$ cat src/rtl/bg_tile_engine_if.sv
// Pixel request / RAM port / result bundle for bg_tile_engine.
interface bg_tile_engine_if #(
    parameter int X_W    = 10,
    parameter int Y_W    = 9,
    parameter int ADDR_W = 13,
    parameter int BPP    = 2,
    parameter int COL_W  = 5
);
    logic              req;
    logic [X_W-1:0]    req_x;
    logic [Y_W-1:0]    req_y;
    logic              ready;
    logic [ADDR_W-1:0] ram_addr;
    logic [7:0]        ram_data;
    logic              out_valid;
    logic [COL_W-1:0]  out_color;
    logic [BPP-1:0]    out_index;
    logic              out_transp;

    modport master (
        output req, req_x, req_y, ram_data,
        input  ready, ram_addr, out_valid, out_color, out_index, out_transp
    );

    modport slave (
        input  req, req_x, req_y, ram_data,
        output ready, ram_addr, out_valid, out_color, out_index, out_transp
    );
endinterface

$ cat src/rtl/bg_tile_engine.sv
// Background tile renderer: scrolled pixel -> map -> tile pixel -> attribute -> palette colour.
// Optional BG_TILE_FLIP_EN: attribute bit7 h-flip, bit6 v-flip (fetch order MAP->ATTR->PIX->LUT).
module bg_tile_engine #(
    parameter int                X_W       = 10,
    parameter int                Y_W       = 9,
    parameter int                ADDR_W    = 13,
    parameter int                TILE_LOG2 = 4,
    parameter int                MCOL_LOG2 = 6,
    parameter int                MROW_LOG2 = 5,
    parameter int                BPP       = 2,
    parameter int                NPAL_LOG2 = 3,
    parameter int                COL_W     = 5,
    parameter logic [ADDR_W-1:0] MAP_BASE  = 13'h1000,
    parameter logic [ADDR_W-1:0] PIX_BASE  = 13'h0800,
    parameter logic [ADDR_W-1:0] ATTR_BASE = 13'h1800
) (
    input  logic                                             clk,
    input  logic                                             rst,
    input  logic                                             frame_start,
    input  logic [X_W-1:0]                                   scroll_x,
    input  logic [Y_W-1:0]                                   scroll_y,
    input  logic [(2**NPAL_LOG2)*(2**BPP)*COL_W-1:0]         pal_table,
    bg_tile_engine_if.slave                                  bus
);
    localparam int WX_W   = MCOL_LOG2 + TILE_LOG2;
    localparam int WY_W   = MROW_LOG2 + TILE_LOG2;
    localparam int LIN_W  = 8 + 2 * TILE_LOG2;
    localparam int BOFF_W = LIN_W + 3;
    localparam int SEL_W  = 3 - $clog2(BPP);

    typedef enum logic [2:0] {ST_IDLE, ST_MAP, ST_PIX, ST_ATTR, ST_LUT} state_t;
    state_t state_q, state_d;

    logic [X_W-1:0]             sx_sh;
    logic [Y_W-1:0]             sy_sh;
    logic [WX_W-1:0]            wx_q, wx_d;
    logic [WY_W-1:0]            wy_q, wy_d;
    logic [7:0]                 lat_q;
    logic                       accept;
    logic [TILE_LOG2-1:0]       px, py, px_eff, py_eff;
    logic [MCOL_LOG2-1:0]       col;
    logic [MROW_LOG2-1:0]       row;
    logic [7:0]                 tile, pix_byte;
    logic [NPAL_LOG2-1:0]       pal_sel;
    logic [LIN_W-1:0]           lin;
    logic [BOFF_W-1:0]          bitoff;
    logic [SEL_W-1:0]           sel;
    logic [3:0]                 sh;
    logic [BPP-1:0]             idx;
    logic [NPAL_LOG2+BPP-1:0]   pal_k;

    assign bus.ready = (state_q == ST_IDLE) || (state_q == ST_LUT);
    assign accept    = bus.req && bus.ready;

    // World coordinates wrap by truncation to the map size.
    assign wx_d = WX_W'(bus.req_x) + WX_W'(sx_sh);
    assign wy_d = WY_W'(bus.req_y) + WY_W'(sy_sh);

    assign col = wx_q[WX_W-1:TILE_LOG2];
    assign row = wy_q[WY_W-1:TILE_LOG2];
    assign px  = wx_q[TILE_LOG2-1:0];
    assign py  = wy_q[TILE_LOG2-1:0];

`ifdef BG_TILE_FLIP_EN
    // Lat_q holds the tile id here; the attribute arrives during PIX and is kept for LUT.
    logic                 hf_q;
    logic [NPAL_LOG2-1:0] pal_q;
    logic                 hf;
    assign hf       = (state_q == ST_PIX) ? bus.ram_data[7] : hf_q;
    assign px_eff   = hf ? ~px : px;
    assign py_eff   = ((state_q == ST_PIX) && bus.ram_data[6]) ? ~py : py;
    assign tile     = lat_q;
    assign pix_byte = bus.ram_data;
    assign pal_sel  = pal_q;
`else
    assign px_eff   = px;
    assign py_eff   = py;
    assign tile     = bus.ram_data;
    assign pix_byte = lat_q;
    assign pal_sel  = bus.ram_data[NPAL_LOG2-1:0];
`endif

    // Tile size is a power of two, so t*T*T + py*T + px is a plain concatenation.
    assign lin    = {tile, py_eff, px_eff};
    assign bitoff = BOFF_W'(lin) * BOFF_W'(BPP);
    assign sel    = px_eff[SEL_W-1:0];
    assign sh     = 4'(8 - BPP - BPP * int'(sel));
    assign idx    = BPP'(pix_byte >> sh);
    assign pal_k  = {pal_sel, idx};

    always_comb begin
        state_d      = state_q;
        bus.ram_addr = '0;
        unique case (state_q)
            ST_IDLE: if (accept) state_d = ST_MAP;
            ST_MAP: begin
                bus.ram_addr = MAP_BASE + ADDR_W'({row, col});
`ifdef BG_TILE_FLIP_EN
                state_d = ST_ATTR;
`else
                state_d = ST_PIX;
`endif
            end
            ST_PIX: begin
                bus.ram_addr = PIX_BASE + ADDR_W'(bitoff >> 3);
`ifdef BG_TILE_FLIP_EN
                state_d = ST_LUT;
`else
                state_d = ST_ATTR;
`endif
            end
            ST_ATTR: begin
                bus.ram_addr = ATTR_BASE + ADDR_W'({row, col});
`ifdef BG_TILE_FLIP_EN
                state_d = ST_PIX;
`else
                state_d = ST_LUT;
`endif
            end
            ST_LUT:  state_d = accept ? ST_MAP : ST_IDLE;
            default: state_d = ST_IDLE;
        endcase
    end

    always_ff @(posedge clk or posedge rst) begin
        if (rst) begin
            state_q        <= ST_IDLE;
            sx_sh          <= '0;
            sy_sh          <= '0;
            wx_q           <= '0;
            wy_q           <= '0;
            lat_q          <= '0;
            bus.out_valid  <= 1'b0;
            bus.out_color  <= '0;
            bus.out_index  <= '0;
            bus.out_transp <= 1'b0;
`ifdef BG_TILE_FLIP_EN
            hf_q           <= 1'b0;
            pal_q          <= '0;
`endif
        end else begin
            state_q <= state_d;
            if (frame_start) begin
                sx_sh <= scroll_x;
                sy_sh <= scroll_y;
            end
            if (accept) begin
                wx_q <= wx_d;
                wy_q <= wy_d;
            end
            if (state_q == ST_ATTR) lat_q <= bus.ram_data;
`ifdef BG_TILE_FLIP_EN
            if (state_q == ST_PIX) begin
                hf_q  <= bus.ram_data[7];
                pal_q <= bus.ram_data[NPAL_LOG2-1:0];
            end
`endif
            bus.out_valid <= (state_q == ST_LUT);
            if (state_q == ST_LUT) begin
                bus.out_index  <= idx;
                bus.out_color  <= pal_table[int'(pal_k)*COL_W +: COL_W];
                bus.out_transp <= (idx == '0);
            end
        end
    end
endmodule

$ cat src/flat_wrapper.sv
// flat-port wrapper written by rule: the top's interface ports become plain ports
module bg_tile_engine_flat 
#(
    parameter int                X_W       = 10,
    parameter int                Y_W       = 9,
    parameter int                ADDR_W    = 13,
    parameter int                TILE_LOG2 = 4,
    parameter int                MCOL_LOG2 = 6,
    parameter int                MROW_LOG2 = 5,
    parameter int                BPP       = 2,
    parameter int                NPAL_LOG2 = 3,
    parameter int                COL_W     = 5,
    parameter logic [ADDR_W-1:0] MAP_BASE  = 13'h1000,
    parameter logic [ADDR_W-1:0] PIX_BASE  = 13'h0800,
    parameter logic [ADDR_W-1:0] ATTR_BASE = 13'h1800
)
  (clk, rst, frame_start, scroll_x, scroll_y, pal_table, bus_req, bus_req_x, bus_req_y, bus_ram_data, bus_ready, bus_ram_addr, bus_out_valid, bus_out_color, bus_out_index, bus_out_transp);
  bg_tile_engine_if #(.X_W(X_W), .Y_W(Y_W), .ADDR_W(ADDR_W), .BPP(BPP), .COL_W(COL_W)) bus_i ();
  input  logic clk;
  input  logic rst;
  input  logic frame_start;
  input  logic [X_W-1:0] scroll_x;
  input  logic [Y_W-1:0] scroll_y;
  input  logic [(2**NPAL_LOG2)*(2**BPP)*COL_W-1:0] pal_table;
  input wire logic [$bits(bus_i.req)-1:0] bus_req;
  input wire logic [$bits(bus_i.req_x)-1:0] bus_req_x;
  input wire logic [$bits(bus_i.req_y)-1:0] bus_req_y;
  input wire logic [$bits(bus_i.ram_data)-1:0] bus_ram_data;
  output wire logic [$bits(bus_i.ready)-1:0] bus_ready;
  output wire logic [$bits(bus_i.ram_addr)-1:0] bus_ram_addr;
  output wire logic [$bits(bus_i.out_valid)-1:0] bus_out_valid;
  output wire logic [$bits(bus_i.out_color)-1:0] bus_out_color;
  output wire logic [$bits(bus_i.out_index)-1:0] bus_out_index;
  output wire logic [$bits(bus_i.out_transp)-1:0] bus_out_transp;
  assign bus_i.req = bus_req;
  assign bus_i.req_x = bus_req_x;
  assign bus_i.req_y = bus_req_y;
  assign bus_i.ram_data = bus_ram_data;
  assign bus_ready = bus_i.ready;
  assign bus_ram_addr = bus_i.ram_addr;
  assign bus_out_valid = bus_i.out_valid;
  assign bus_out_color = bus_i.out_color;
  assign bus_out_index = bus_i.out_index;
  assign bus_out_transp = bus_i.out_transp;
  bg_tile_engine #(.X_W(X_W), .Y_W(Y_W), .ADDR_W(ADDR_W), .TILE_LOG2(TILE_LOG2), .MCOL_LOG2(MCOL_LOG2), .MROW_LOG2(MROW_LOG2), .BPP(BPP), .NPAL_LOG2(NPAL_LOG2), .COL_W(COL_W), .MAP_BASE(MAP_BASE), .PIX_BASE(PIX_BASE), .ATTR_BASE(ATTR_BASE)) u_core (.clk(clk), .rst(rst), .frame_start(frame_start), .scroll_x(scroll_x), .scroll_y(scroll_y), .pal_table(pal_table), .bus(bus_i));
endmodule
$ cat config.mk
export PLATFORM = sky130hd
export DESIGN_NAME = bg_tile_engine_flat
export DESIGN_NICKNAME = d
export VERILOG_FILES = /design/src/rtl/bg_tile_engine_if.sv /design/src/rtl/bg_tile_engine.sv /design/src/flat_wrapper.sv
export SDC_FILE = /design/constraint.sdc
export NUM_CORES = 1
export LEC_CHECK = 0
export CAP_MARGIN = 20
export CORE_MARGIN = 10
export CORE_UTILIZATION = 40
export CTS_BUF_LIST = sky130_fd_sc_hd__clkbuf_4 sky130_fd_sc_hd__clkbuf_8 sky130_fd_sc_hd__clkbuf_16
export CTS_CLUSTER_DIAMETER = 120
export DETAILED_ROUTE_END_ITERATION = 16
export GPL_TIMING_DRIVEN = 1
export PLACE_DENSITY = 0.93
export SKIP_CTS_REPAIR_TIMING = 1
export SYNTH_ARGS = -nofsm -noshare
export SYNTH_HDL_FRONTEND = slang
export SYNTH_SLANG_ARGS = --single-unit
$ cat constraint.sdc
create_clock -name clk -period 3.1 [get_ports clk]
set_input_delay 0.62 -clock clk [delete_from_list [all_inputs] [get_ports clk]]
set_output_delay 0.62 -clock clk [all_outputs]
set_load 0.05 [all_outputs]
After elaboration in Yosys (flattened, before gate mapping)

Index checks and enable logic that the tools add are counted.
W data, S select, Z words.

Bits in registers: 58
Input bits: 210

Add/subtract/negate cells: 6
Multipliers: 1
Equality and inequality tests: 5
Shift-type cells: 2
Muxes and demuxes: 4
Reduce and logical (&&, ||, !) cells: 4

Operators by type and width:

| cell                     | number |
|---|---|
| $shiftx A160 B32 Y5      | 1 |
| $pmux W13 S3             | 1 |
| $pmux W3 S5              | 1 |
| $add A12 B12 Y13 const A | 1 |
| $add A12 B13 Y13 const A | 1 |
| $add A13 B11 Y13 const A | 1 |
| $add A10 B10 Y10         | 1 |
| $add A9 B9 Y9            | 1 |
| $mul A5 B3 Y8 const B    | 1 |
| $shr A8 B4 Y2            | 1 |
| $eq A3 B2 Y1 const B     | 2 |
| $sub A3 B3 Y4 const A    | 1 |
| $eq A3 B1 Y1 const B     | 1 |
| $eq A3 B3 Y1 const B     | 1 |
| $logic_not A3 Y1         | 1 |
| $mux W3                  | 1 |
| $logic_not A2 Y1         | 1 |
| $ne A2 B1 Y1 const B     | 1 |
| $logic_and A1 B1 Y1      | 1 |
| $logic_or A1 B1 Y1       | 1 |
| $mux W1                  | 1 |

Logic depth before layout (Yosys ltp)

Depth in word-level cells: 5
Depth in mapped cells: 10

Least setup slack after synthesis

Ideal clock, no wire load.

Path type: input -> register
Start point: input bus_req_y[0]
End point: register u_core.wy_q[8]
Setup time: 0.129 ns
Arrival: 2.326 ns
Required time: 2.971 ns
Path slack: 0.645 ns
Cell stages on the path: 9
Path buffers: 0
Cells stage by stage: ha_1 -> fa_1 -> a21o_1 -> a21oi_1 -> nor2b_1 -> o21a_1 -> o41ai_1 -> xnor2_1 -> o21ai_1

Cells in the longest elaborated chain, start to end: 1

RTL lines:

| what                   | line                  | text |
|---|---|---|
| start: declaration     | flat_wrapper.sv:27    | `input wire logic [$bits(bus_i.req_y)-1:0] bus_req_y;` |
| $add A9 B9 Y9          | bg_tile_engine.sv:57  | `assign wy_d = WY_W'(bus.req_y) + WY_W'(sy_sh);` |
| end signal: assignment | bg_tile_engine.sv:149 | `wy_q <= wy_d;` |
| end: declaration       | bg_tile_engine.sv:37  | `logic [WY_W-1:0] wy_q, wy_d;` |

No other way between the ends.
A chain may end at the register's enable or synchronous reset.

Worst setup path after layout

Start point: register u_core.wx_q[0]
End point: register u_core.bus.out_color[3]

Cells in the longest elaborated chain, start to end: 4

RTL lines:

| what                     | line                    | text |
|---|---|---|
| start: declaration       | bg_tile_engine.sv:36    | `logic [WX_W-1:0] wx_q, wx_d;` |
| start signal: assignment | bg_tile_engine.sv:148   | `wx_q <= wx_d;` |
| $sub A3 B3 Y4            | bg_tile_engine.sv:87    | `assign sh = 4'(8 - BPP - BPP * int'(sel));` |
| $shr A8 B4 Y2            | bg_tile_engine.sv:88    | `assign idx = BPP'(pix_byte >> sh);` |
| $mul A5 B3 Y8            | bg_tile_engine.sv:161   | `bus.out_color <= pal_table[int'(pal_k)*COL_W +: COL_W];` |
| $shiftx A160 B32 Y5      | bg_tile_engine.sv:161   |  |
| end signal: assignment   | bg_tile_engine.sv:161   |  |
| end: declaration         | bg_tile_engine_if.sv:27 | `output ready, ram_addr, out_valid, out_color, out_index, out_transp` |

No other way between the ends.

==> results.md <==
* Worst-Skew Late Latency at between 300 and 400 ps
* Crit Path Class: flop to flop
* RSZ-0062 raised after global routing: false
* Synth warn at 0
* CTS max path bufs at 2
* Tcrit/Tclk final at 0.916
* Antenna-violating nets left at 0
* Reg clk slew, reported paths at ~70 ps
* Worst Hold Launch: u_core.lat_q[7]
* Worst hold path cell count at 2
* Synth Register Bits at a little under 60
* Fmax achieved at around 350 MHz
* Slew @ Worst Pin at roughly 620 ps
* Row Count at 38
* CP top delay family: multiplexers
* CTS tree: done
* Cell taking the most area after synthesis: dfrtp_1
* Place WS at -18.0 ps
* Top Layer Used: met4
* GRT Residual Overflow at 0
* Critical path cell sequence: mux4_4 > buf_4 > mux2i_1 > o22ai_1 > nor4_1 > buf_4 > a31oi_1
* Synthesized area at about 4400 µm²
* Max-Cap Viols at 0
* Starting density of the core at 0.406
* Worst EP required at around 3300 ps
* Startpoint types: flop
* Worst Hold Path EP: u_core.lat_q[7]
* Max VDD drop at around 0.60 mV
* HPWL Detailed at around 15000 µm
* Top cell by count, worst path: buf_4
* Core area at roughly 11000 µm²
* Peak fanout along the critical path at 29
* Reg2reg end: u_core.bus.out_color[3]
* Synth Net Count at between 600 and 700
* Slew Limit Headroom at 0.584
* Root Driver: clkbuf_8
* Die width at ~120 µm
* Via count at 4547
* Die area at 15500 µm²
* Cts bufs inserted at 9
* Area share of the largest cell type after synthesis at 0.333
* Pleak at slightly above 3 nW
* Largest net degree at the start of global routing at 52
* Slowest CP cell: mux4_4
* Wire length on met1 at 7100 µm
* PnR worst setup slack at 260 ps
* First-pass GRT wire length at 27700 µm
* Final Hold Fails at 0
* Setup Viol. Count Final at 0
* Slowest stage delay, CP at 710 ps
* Placed insts at roughly 820
* Power density cells at ~820 nW/µm²
* Met2 wire length at approximately 9100 µm
* Fillers at between 800 and 900
* WP buf/inv at 2
* Hold WC Path Type: flop to flop
* Setup crit end kind: flop
* Clk sinks at 58
* Die span in y at about 120 µm
* Drt drc at 0
* R2r setup slk at ~260 ps
* DR iter-0 viols at 355
* Worst R2R Start: u_core.wx_q[0]
* GRT Util Overall at 0.223
* Worst hold margin at 487 ps
* FF-to-FF path depth at 7
* Final wirelength at ~18000 µm
* Max Slew Vio Count at 0
* Largest cells by area after synthesis: dfrtp_1 (33%), mux2i_1 (18%), mux2_2 (5.9%)
* Cell count after synthesis at 462
* Yosys cell types at 45
* DR vias/cell at around 5.5
* Routed wire per std cell at ~22 µm
* Area growth from synthesis to layout at 61.7%
* Vias in the first global route at 4723
* Initial antenna violation count at 0
* I/O pins at 233
* Met3 WL post-DR at between 1000 and 1500 µm
* Non-Filler Instances at about 830
* GPL Wtd Cong at 0.957
* Outcome: completed
* Minimum clock period at 2840 ps
* Seq/Total Area, Yosys at 0.333
* Clock skew at approximately 11 ps
* Final layout net count at 918
* Syn_area_per_cell at about 9.4 µm²
* Layout cells sized above 1 at 0.0879
* Critical Path AT at around 3000 ps
* DRT Pass-1 Iters at 5
* H-Tree Depth at 3
* Util after Layout at 0.656
* Number of buffers added on ports at ~230
* N_diodes at 0
## synth_stat cells (all sizes together)
master / number
clkbuf: 15
nand3b: 4
a21boi: 1
a41o: 1
nor3: 1
nand2: 48
or3b: 2
a21o: 4
nand4b: 1
nand4: 1
dfrtp: 58
ha: 17
o21ai: 20
fa: 2
o21a: 1
a211o: 1
a31oi: 7
o21bai: 2
xnor2: 9
xor2: 8
o31ai: 2
nand3: 4
nor2b: 6
mux4: 2
mux2i: 80
clkinv: 1
or3: 3
nand2b: 3
a211oi: 1
and2: 1
o41ai: 1
a21oi: 18
and3: 9
mux2: 23
nor2: 30
inv: 11
a22oi: 2
o22ai: 40
buf: 10
or2: 2
nor4: 10
## report_power, final
part / leakage (nW) / internal (mW) / switching (mW) / total, mW
Combinational: 2.21 / 1.67 / 2.10 / 3.76
Sequential: 0.700 / 1.03 / 0.194 / 1.22
Clock: 0.112 / 0.475 / 0.315 / 0.791
Total: 3.02 / 3.17 / 2.61 / 5.78
## per-stage QoR
step	power [mW]	TNS, ps	area [µm²]
global route	6.10	0	7050
global placement	4.91	0	6820
finish	5.78	0	7050
detailed placement	4.99	-18.0	6820
CTS	5.80	0	7050
floorplan	3.93	0	4360
## per-layer routing
layer,GRT usage,up-vias
met2,0.392,190
met1,0.252,2163
met5,0,-
met3,0.0630,32
met4,0.0768,0
li1,-,2162
## worst max-delay path by stage
stage | from | endpoint | slack [ps] | cells after the start
2_1_floorplan | bus_req_y[0] | u_core.wy_q[8] | 640 | 9
3_3_place_gp | bus_req_y[0] | u_core.wy_q[8] | 130 | 10
6_report | u_core.wx_q[0] | u_core.bus.out_color[3] | 260 | 7
4_1_cts | u_core.state_q[1] | bus_ram_addr[1] | 260 | 4
3_5_place_dp | bus_req_y[0] | u_core.wy_q[8] | -20 | 10
5_1_grt | u_core.state_q[1] | bus_ram_addr[0] | 160 | 4
## worst reg2reg max path, cell delays in order (launching register included)
cell	delay, ps
dfrtp_1	430
mux4_4	710
buf_4	310
mux2i_1	260
o22ai_1	110
nor4_1	590
buf_4	210
a31oi_1	90
## cells by family after synthesis
kind of cell             Yosys count  synth area share
XOR/XNOR                          17            0.0342
buffers and inverters             37            0.0454
adder cells (fa/ha/maj)           19            0.0580
AO/OA/AOI/OAI                    101             0.140
multiplexers                     105             0.254
AND/OR/NAND/NOR                  125             0.136
flip-flops                        58             0.333
## state kept, by name (all words and copies together) (netlist names), 2 cells and up
register and count:
u_core.lat_q 8, u_core.bus.out_index 2, u_core.wx_q 10, u_core.wy_q 9, u_core.bus.out_color 5, u_core.sy_sh 9
u_core.state_q 3, u_core.sx_sh 10
## area by class of cell
class                   count  area [µm²]  area share
inverters                  12        45.0     0.00639
flip-flops and latches     58        1450       0.206
multi-input cells         367        2710       0.385
clock buffers              10         138      0.0195
repair buffers            241        2430       0.346
well taps                 140         175      0.0249
clock inverters             6        90.1      0.0128
## placed cells by master, fill, tap and decap left out, drive strengths merged, types with 2 or more instances in the layout
cell type | netlist | final
clkdlybuf4s50 | 0 | 225
mux2i | 80 | 80
dfrtp | 58 | 58
nand2 | 48 | 48
o22ai | 40 | 40
nor2 | 30 | 30
mux2 | 23 | 23
o21ai | 20 | 20
a21oi | 18 | 18
ha | 17 | 17
buf | 10 | 16
inv | 11 | 11
nor4 | 10 | 10
clkbuf | 15 | 10
xnor2 | 9 | 9
and3 | 9 | 9
xor2 | 8 | 8
a31oi | 7 | 7
nor2b | 6 | 6
a21o | 4 | 4
nand3 | 4 | 4
nand3b | 4 | 4
clkinv | 1 | 4
or3 | 3 | 3
nand2b | 3 | 3
o21bai | 2 | 2
or2 | 2 | 2
a22oi | 2 | 2
o31ai | 2 | 2
fa | 2 | 2
bufinv | 0 | 2
mux4 | 2 | 2
or3b | 2 | 2
Power figures use the tool's default switching activity.
